## src/rtl/fifo_byte_packer.sv

```systemverilog
// Drains bytes from an 8-bit FIFO and packs NBYTES of them little-endian into one word on a valid/ready port.
// Optional parity output enabled by defining FIFO_BYTE_PACKER_PARITY_EN.
module fifo_byte_packer #(
    parameter int NBYTES = 4,
    parameter int CNT_W  = $clog2(NBYTES + 1)
) (
    input  logic                  clk,
    input  logic                  rst,
    input  logic                  Q_EMPTY,
    input  logic [7:0]            data_out,
    output logic                  read_event,
    input  logic                  flush,
    output logic [8*NBYTES-1:0]   word_out,
    output logic                  word_valid,
    input  logic                  word_ready,
    output logic [CNT_W-1:0]      word_bytes
`ifdef FIFO_BYTE_PACKER_PARITY_EN
    ,
    output logic                  word_parity
`endif
);

    typedef enum logic [1:0] {
        ST_REQ  = 2'd0,
        ST_CAPT = 2'd1,
        ST_OUT  = 2'd2
    } state_e;

    localparam logic [CNT_W-1:0] FULL = CNT_W'(NBYTES);

    state_e                state_q, state_d;
    logic [CNT_W-1:0]      count_q, count_d;
    logic [8*NBYTES-1:0]   shreg_q, shreg_d;
    logic                  valid_q, valid_d;
    logic                  pop_req;

    // NOTE: every signal assigned here gets a default first, so no path can infer a latch.
    always_comb begin
        state_d = state_q;
        count_d = count_q;
        shreg_d = shreg_q;
        valid_d = valid_q;
        pop_req = 1'b0;
        case (state_q)
            ST_REQ: begin
                // A pending flush beats an available byte, so no read is issued alongside it.
                if ((count_q == FULL) || (flush && (count_q != '0))) begin
                    state_d = ST_OUT;
                    valid_d = 1'b1;
                end else if (!Q_EMPTY) begin
                    pop_req = 1'b1;
                    state_d = ST_CAPT;
                end
            end
            ST_CAPT: begin
                for (int k = 0; k < NBYTES; k++) begin
                    if (count_q == CNT_W'(k)) begin
                        shreg_d[8*k +: 8] = data_out;
                    end
                end
                count_d = count_q + CNT_W'(1);
                // The byte that fills the word goes straight to OUT: word_valid in cycle 2*NBYTES.
                if (count_d == FULL) begin
                    state_d = ST_OUT;
                    valid_d = 1'b1;
                end else begin
                    state_d = ST_REQ;
                end
            end
            ST_OUT: begin
                if (valid_q && word_ready) begin
                    shreg_d = '0;
                    count_d = '0;
                    valid_d = 1'b0;
                    state_d = ST_REQ;
                end
            end
            default: begin
                state_d = ST_REQ;
            end
        endcase
    end

    // NOTE: sequential state uses non-blocking assignments so all registers update together.
    always_ff @(posedge clk) begin
        if (rst) begin
            state_q <= ST_REQ;
            count_q <= '0;
            shreg_q <= '0;
            valid_q <= 1'b0;
        end else begin
            state_q <= state_d;
            count_q <= count_d;
            shreg_q <= shreg_d;
            valid_q <= valid_d;
        end
    end

    // The pop is a Mealy output; it is masked while reset is held so no byte leaves the FIFO.
    assign read_event = pop_req & ~rst;
    assign word_out   = shreg_q;
    assign word_valid = valid_q;
    assign word_bytes = count_q;

`ifdef FIFO_BYTE_PACKER_PARITY_EN
    assign word_parity = ^shreg_q;
`endif

endmodule

```

## config.mk

```make
export PLATFORM = sky130hd
export DESIGN_NAME = fifo_byte_packer
export DESIGN_NICKNAME = d
export VERILOG_FILES = /design/src/rtl/fifo_byte_packer.sv
export SDC_FILE = /design/constraint.sdc
export NUM_CORES = 1
export LEC_CHECK = 0
export ABC_CLOCK_PERIOD_IN_PS = 1840
export BUFFER_PORTS_ARGS = -buffer_cell sky130_fd_sc_hd__buf_2
export CAP_MARGIN = 25
export CORE_AREA = 2 2 53 75
export DETAILED_ROUTE_END_ITERATION = 10
export DIE_AREA = 0 0 55 77
export PLACE_DENSITY = 0.71
export REMOVE_ABC_BUFFERS = 1
export SLEW_MARGIN = 5
export SYNTH_ARGS = -nofsm -noshare
export SYNTH_HDL_FRONTEND = slang
export SYNTH_SLANG_ARGS = --single-unit
```

## constraint.sdc

```tcl
create_clock -name clk -period 1.84 [get_ports clk]
set_input_delay 0.184 -clock clk [delete_from_list [all_inputs] [get_ports clk]]
set_output_delay 0.184 -clock clk [all_outputs]
set_load 0.01 [all_outputs]
```

* Yosys cells after proc, flatten, opt, wreduce, memory -nomap -nowiden
Index checks and enable logic that the tools add are counted.
Word-level totals: register bits 38, bits in latches 0, bits in writable memories 0, ROM bits 0, input port bits 13, output and inout port bits 37, logic and storage cells 60, memories kept 0
Operators by class: $add $sub $neg 1, multipliers 0, div/mod/pow operators 0, magnitude comparators 0, eq/ne operators 15, shift-type cells 0, multiplexer cells 20, bitwise gates (word level) 2, reduce and logical (&&, ||, !) cells 15
Operator list (count):
- 32-bit case mux with 2 select lines | 1
- 32-bit 2-to-1 mux | 1
- 8-bit 2-to-1 mux | 4
- 2-bit != test, second input constant | 7
- 3-bit AND reduction | 4
- 2-bit 2-to-1 mux | 4
- 3-bit by 2-bit equality test with 1-bit output, second input constant | 2
- 3-bit equality test, second input constant | 2
- 1-bit 2-to-1 mux | 6
- 2-bit case mux with 3 select lines | 1
- 3-bit case mux with 2 select lines | 1
- 3-bit nonzero test | 2
- 2-bit AND reduction | 2
- 4-bit AND reduction | 1
- 3-bit by 1-bit adder with 3-bit output, second input constant | 1
- 3-bit by 1-bit equality test with 1-bit output, second input constant | 1
- 3-bit logical NOT | 1
- 3-bit 2-to-1 mux | 1
- 3-bit != test, second input constant | 1
- 1-bit case mux with 3 select lines | 1
- 2-bit by 1-bit equality test with 1-bit output, second input constant | 1
- 2-bit equality test, second input constant | 1
- 1-bit logical AND | 2
- 2-bit logical NOT | 1
- 4 further kinds | 4

* Longest topological paths before layout
depth after elaboration 6, depth in mapped cells 7, depth with buffers taken out 5

* Worst setup path before layout
Ideal clock, no wire load.
path type register to register, start point reg count_q[0] (netlist: word_bytes[0]), end point reg valid_q (netlist: word_valid), library setup time 0.127 ns, arrival 1.327 ns, required time 1.713 ns, setup slack 0.386 ns, cell stages (with the launch flop) 6, buffers on the path 0, period minus slack after synthesis 1.454 ns, cells stage by stage dfxtp_1 inv_1 ha_1 mux2_2 o31ai_1 o32ai_1
On the way: cells in the longest elaborated chain, start to end 5, elaborated cells on any way between the ends 9, classes of those cells add/sub: 1; eq/ne: 4; reduce/logical: 4
Ends and longest elaborated chain:
- start, declared | RTL line 32 | logic [CNT_W-1:0] count_q, count_d;
- start signal, assigned | RTL line 93 | count_q <= count_d;
- parallel branches: the longest is 4 deep, another holds 3-bit by 1-bit adder with 3-bit output
- 4-bit AND reduction (no source line) *
- end signal, assigned | RTL line 95 | valid_q <= valid_d;
- end, declared | RTL line 34 | logic valid_q, valid_d;
Every way passes the cells marked *. A chain may end at the register's enable or synchronous reset.

* Final worst setup path
start point reg count_q[1] (netlist: word_bytes[1]), end point out read_event
On the way: cells in the longest elaborated chain, start to end 6, elaborated cells on any way between the ends 7, classes of those cells eq/ne: 1; mux: 2; bitwise: 1; reduce/logical: 3
Ends and longest elaborated chain:
- 3-bit nonzero test | RTL line 47 | if ((count_q == FULL) || (flush && (count_q != '0))) begin
- 1-bit logical AND | RTL line 47
- 1-bit logical OR * | RTL line 47
- 1-bit 2-to-1 mux * | RTL line 47
- 1-bit 2-to-1 mux * | RTL line 44 | case (state_q)
- 1-bit bitwise AND * | RTL line 100 | assign read_event = pop_req & ~rst;
- end, declared | RTL line 11 | output logic read_event,
Mark *: on every way between the ends. The rest lies on a longest branch, timed or not.

==> flow_metrics.py <==
metrics = {
    "placed_design": {
        "place_inst": 237,
        "place.gp.congestion": 0.788,
        "post-dp-hpwl_um": 2600,
        "portBuffers": 49,
    },
    "layout": {
        "multi_input_area_um2": 767,
        "diodes": 0,
        "fillers": 341,
        "finalNetCount": 220,
        "layout-drive-gt1-share_pct": 33.0,
        "regArea_um2": 761,
        "layout_common_cells": "49 x buf_2, 38 x dfxtp_1, 19 x nand2_1, 16 x o22ai_1, 14 x nand2b_1",
        "fin_cells": 245,
        "area_growth_pct": 25.1,
        "final_common_cell": "buf_2",
    },
    "synth": {
        "synth.avg_cell_area_um2": 10.1,
        "synth_top_area_share_pct": 48.0,
        "synthDistinctLibCells": 31,
        "synth_area_leaders": "dfxtp_1 48%, o22ai_1 6.3%, nand2b_1 5.5%, mux2i_1 5.1%, nand2_1 4.5%",
        "yosysWarnings": 0,
        "yosys.area_share.simple_pct": 20.7,
        "async_reset_ff_share_pct": 0,
        "synth-xor-area-share_pct": 0,
        "synthCells": 157,
        "seq_area_frac_synth_pct": 48.0,
        "synth_fa_ha_area_share_pct": 3.95,
        "synth_top_family_by_area": "simple AND/OR/NAND/NOR gates",
        "netlist_area_mm2": 0.00158,
        "synth.mux.area_fraction_pct": 5.77,
        "yosysTopAreaCell": "dfxtp_1",
        "synth-compound-area-share_pct": 16.9,
        "synth_edf_count": 0,
        "ys_ff_latch": 38,
        "synth_flop_cell": "dfxtp_1",
    },
    "critical_path": {
        "critPathMaxFanout": 5,
        "cp-start-kind": "register",
        "cp_cell_sequence": "inv_1 -> ha_4 -> mux2_2 -> nor2_1 -> buf_2",
        "crit_path_end_kind": "output pin",
        "slowest_delay_ps": 370,
        "cp.required_ps": 1660,
        "critPathBufInv": 2,
        "critical_path_class": "reg2out",
        "slowest_stage": "mux2_2",
        "path_delay_family": "multiplexers",
        "cp_data_arrival_time_ps": 1540,
    },
    "clock_tree": {
        "cts_tree": "built",
        "cts_made_buffers": 5,
        "root_buffer": "clkbuf_8",
        "cts-resized-gates": 0,
        "cts_setup_buffers": 0,
        "h-tree-depth": 2,
        "cts_sinks": 38,
        "clk_latency_ps": 300,
        "clkTransAtPathRegs_ps": 80,
        "cts_hold_buf": 0,
        "max-clock-path-buffers": 2,
    },
    "pwr": {
        "power_frac_clock_pct": 44.3,
        "switchingPower_mw": 0.449,
        "ir_worst_vdd_uv": 624,
        "combPwrFrac_pct": 10.2,
        "leakagePower_nw": 0.884,
        "switching_share_pct": 23.3,
        "power_density_mw_per_mm2": 974,
        "p_int_mw": 1.48,
        "sequentialPowerShare_pct": 45.5,
        "finalPower_mw": 1.93,
    },
    "floorplanning": {
        "rows": 26,
        "die_w_um": 55,
        "die_area_mm2": 0.00424,
        "die_height_um": 77,
        "start_util_pct": 44.3,
        "ios": 50,
        "core-area_mm2": 0.00358,
    },
    "detailed_routing": {
        "drc": 0,
        "drt_wl_total_um": 3620,
        "wl_met1_um": 1500,
        "dr.pass1.iters": 4,
        "routedWlPerCell_um": 14.8,
        "vias_per_cell": 5.28,
        "drt_iter0_drc": 16,
        "met3WireLength_um": 173,
        "wl_met2_um": 1870,
        "ant_nets": 0,
        "top_layer_used": "met4",
        "vias": 1294,
    },
    "sta": {
        "relSlewSlack_pct": 61.9,
        "hold_violations": 0,
        "finalCritPeriodShare_pct": 93.7,
        "fmax_mhz": 580,
        "setup_violations": 0,
        "finalSetupTns_ps": 0,
        "rsz0062_at_grt": "false",
        "maxSlewViolCount": 0,
        "skew_ps": 8.42,
        "worstMarginPinSlew_ps": 568,
        "fin_crit_ps": 1720,
    },
    "global_routing": {
        "gr-total-overflow": 0,
        "track_usage_pct": 19.1,
        "grt_max_degree": 27,
        "antenna_found_initial": 0,
        "grt_pass1_wl_um": 5780,
        "grt_pass1_vias": 1169,
    },
    "worst_hold_path": {
        "hp-class": "in2reg",
    },
    "run_status": {
        "outcome": "finished, final reports clean",
    },
    "flow_run": {
        "maxCapViolCount": 0,
    },
}
==> logic make-up after synthesis <==
group / count (synthesis)
adder cells (fa/ha/maj): 5
buffers and inverters: 15
AO/OA/AOI/OAI: 35
AND/OR/NAND/NOR: 55
multiplexers: 9
flip-flops: 38
==> layer usage <==
metal | global-route usage [%] | vias to the layer above
met5 | 0 | -
met4 | 8.78 | 0
met3 | 5.45 | 7
met2 | 31.5 | 40
met1 | 21.6 | 600
li1 | - | 647
==> stage by stage <==
stage	hold slack, ps	area, um^2	setup slack, ps	util (%)
6_report	117	1980	115	55.4
3_5_place_dp	427	1830	223	51.0
2_1_floorplan	253	1520	384	-
5_1_grt	113	1980	42.5	55.4
4_1_cts	113	1960	7.34	54.9
3_3_place_gp	421	1830	248	51.0
==> power by group through the flow <==
stage               clock network, mW  registers [mW]  logic [mW]
floorplan                           0           0.903       0.106
global placement                    0           0.896       0.187
detailed placement                  0           0.896       0.191
CTS                             0.865           0.877       0.193
global route                    0.900           0.883       0.215
finish                          0.855           0.878       0.196
==> registers in the layout, indices dropped and copies added (netlist names) <==
register,cells
word_bytes,3
state_q,2
word_valid,1
word_out,32
==> cell usage after synthesis, types with 2 or more instances <==
cell	instances
clkbuf_1	5
inv_1	3
mux2i_1	8
a21oi_1	5
nor2_1	3
dfxtp_1	38
nand4bb_1	2
a22o_1	8
nand3b_1	8
nand3_1	3
buf_2	4
nand2_1	19
o22ai_1	16
ha_1	5
nand2b_1	14
==> layout make-up <==
class                   instances  area share, %
well taps                      42           2.65
flip-flops and latches         38           38.4
repair buffers                 50           12.8
clock inverters                 3           3.47
inverters                       3          0.568
clock buffers                   5           3.47
multi-input cells             104           38.7
==> path summary, 6_finish.rpt <==
kind	cells past startpoint	start	slack, ps	to
setup / recovery	5	word_bytes[1]	120	read_event
hold / removal	2	data_out[6]	120	word_out[30]
setup reg to reg	4	word_bytes[0]	210	word_out[29]
hold reg to reg	2	word_out[19]	470	word_out[19]
Power figures use the tool's default switching activity.
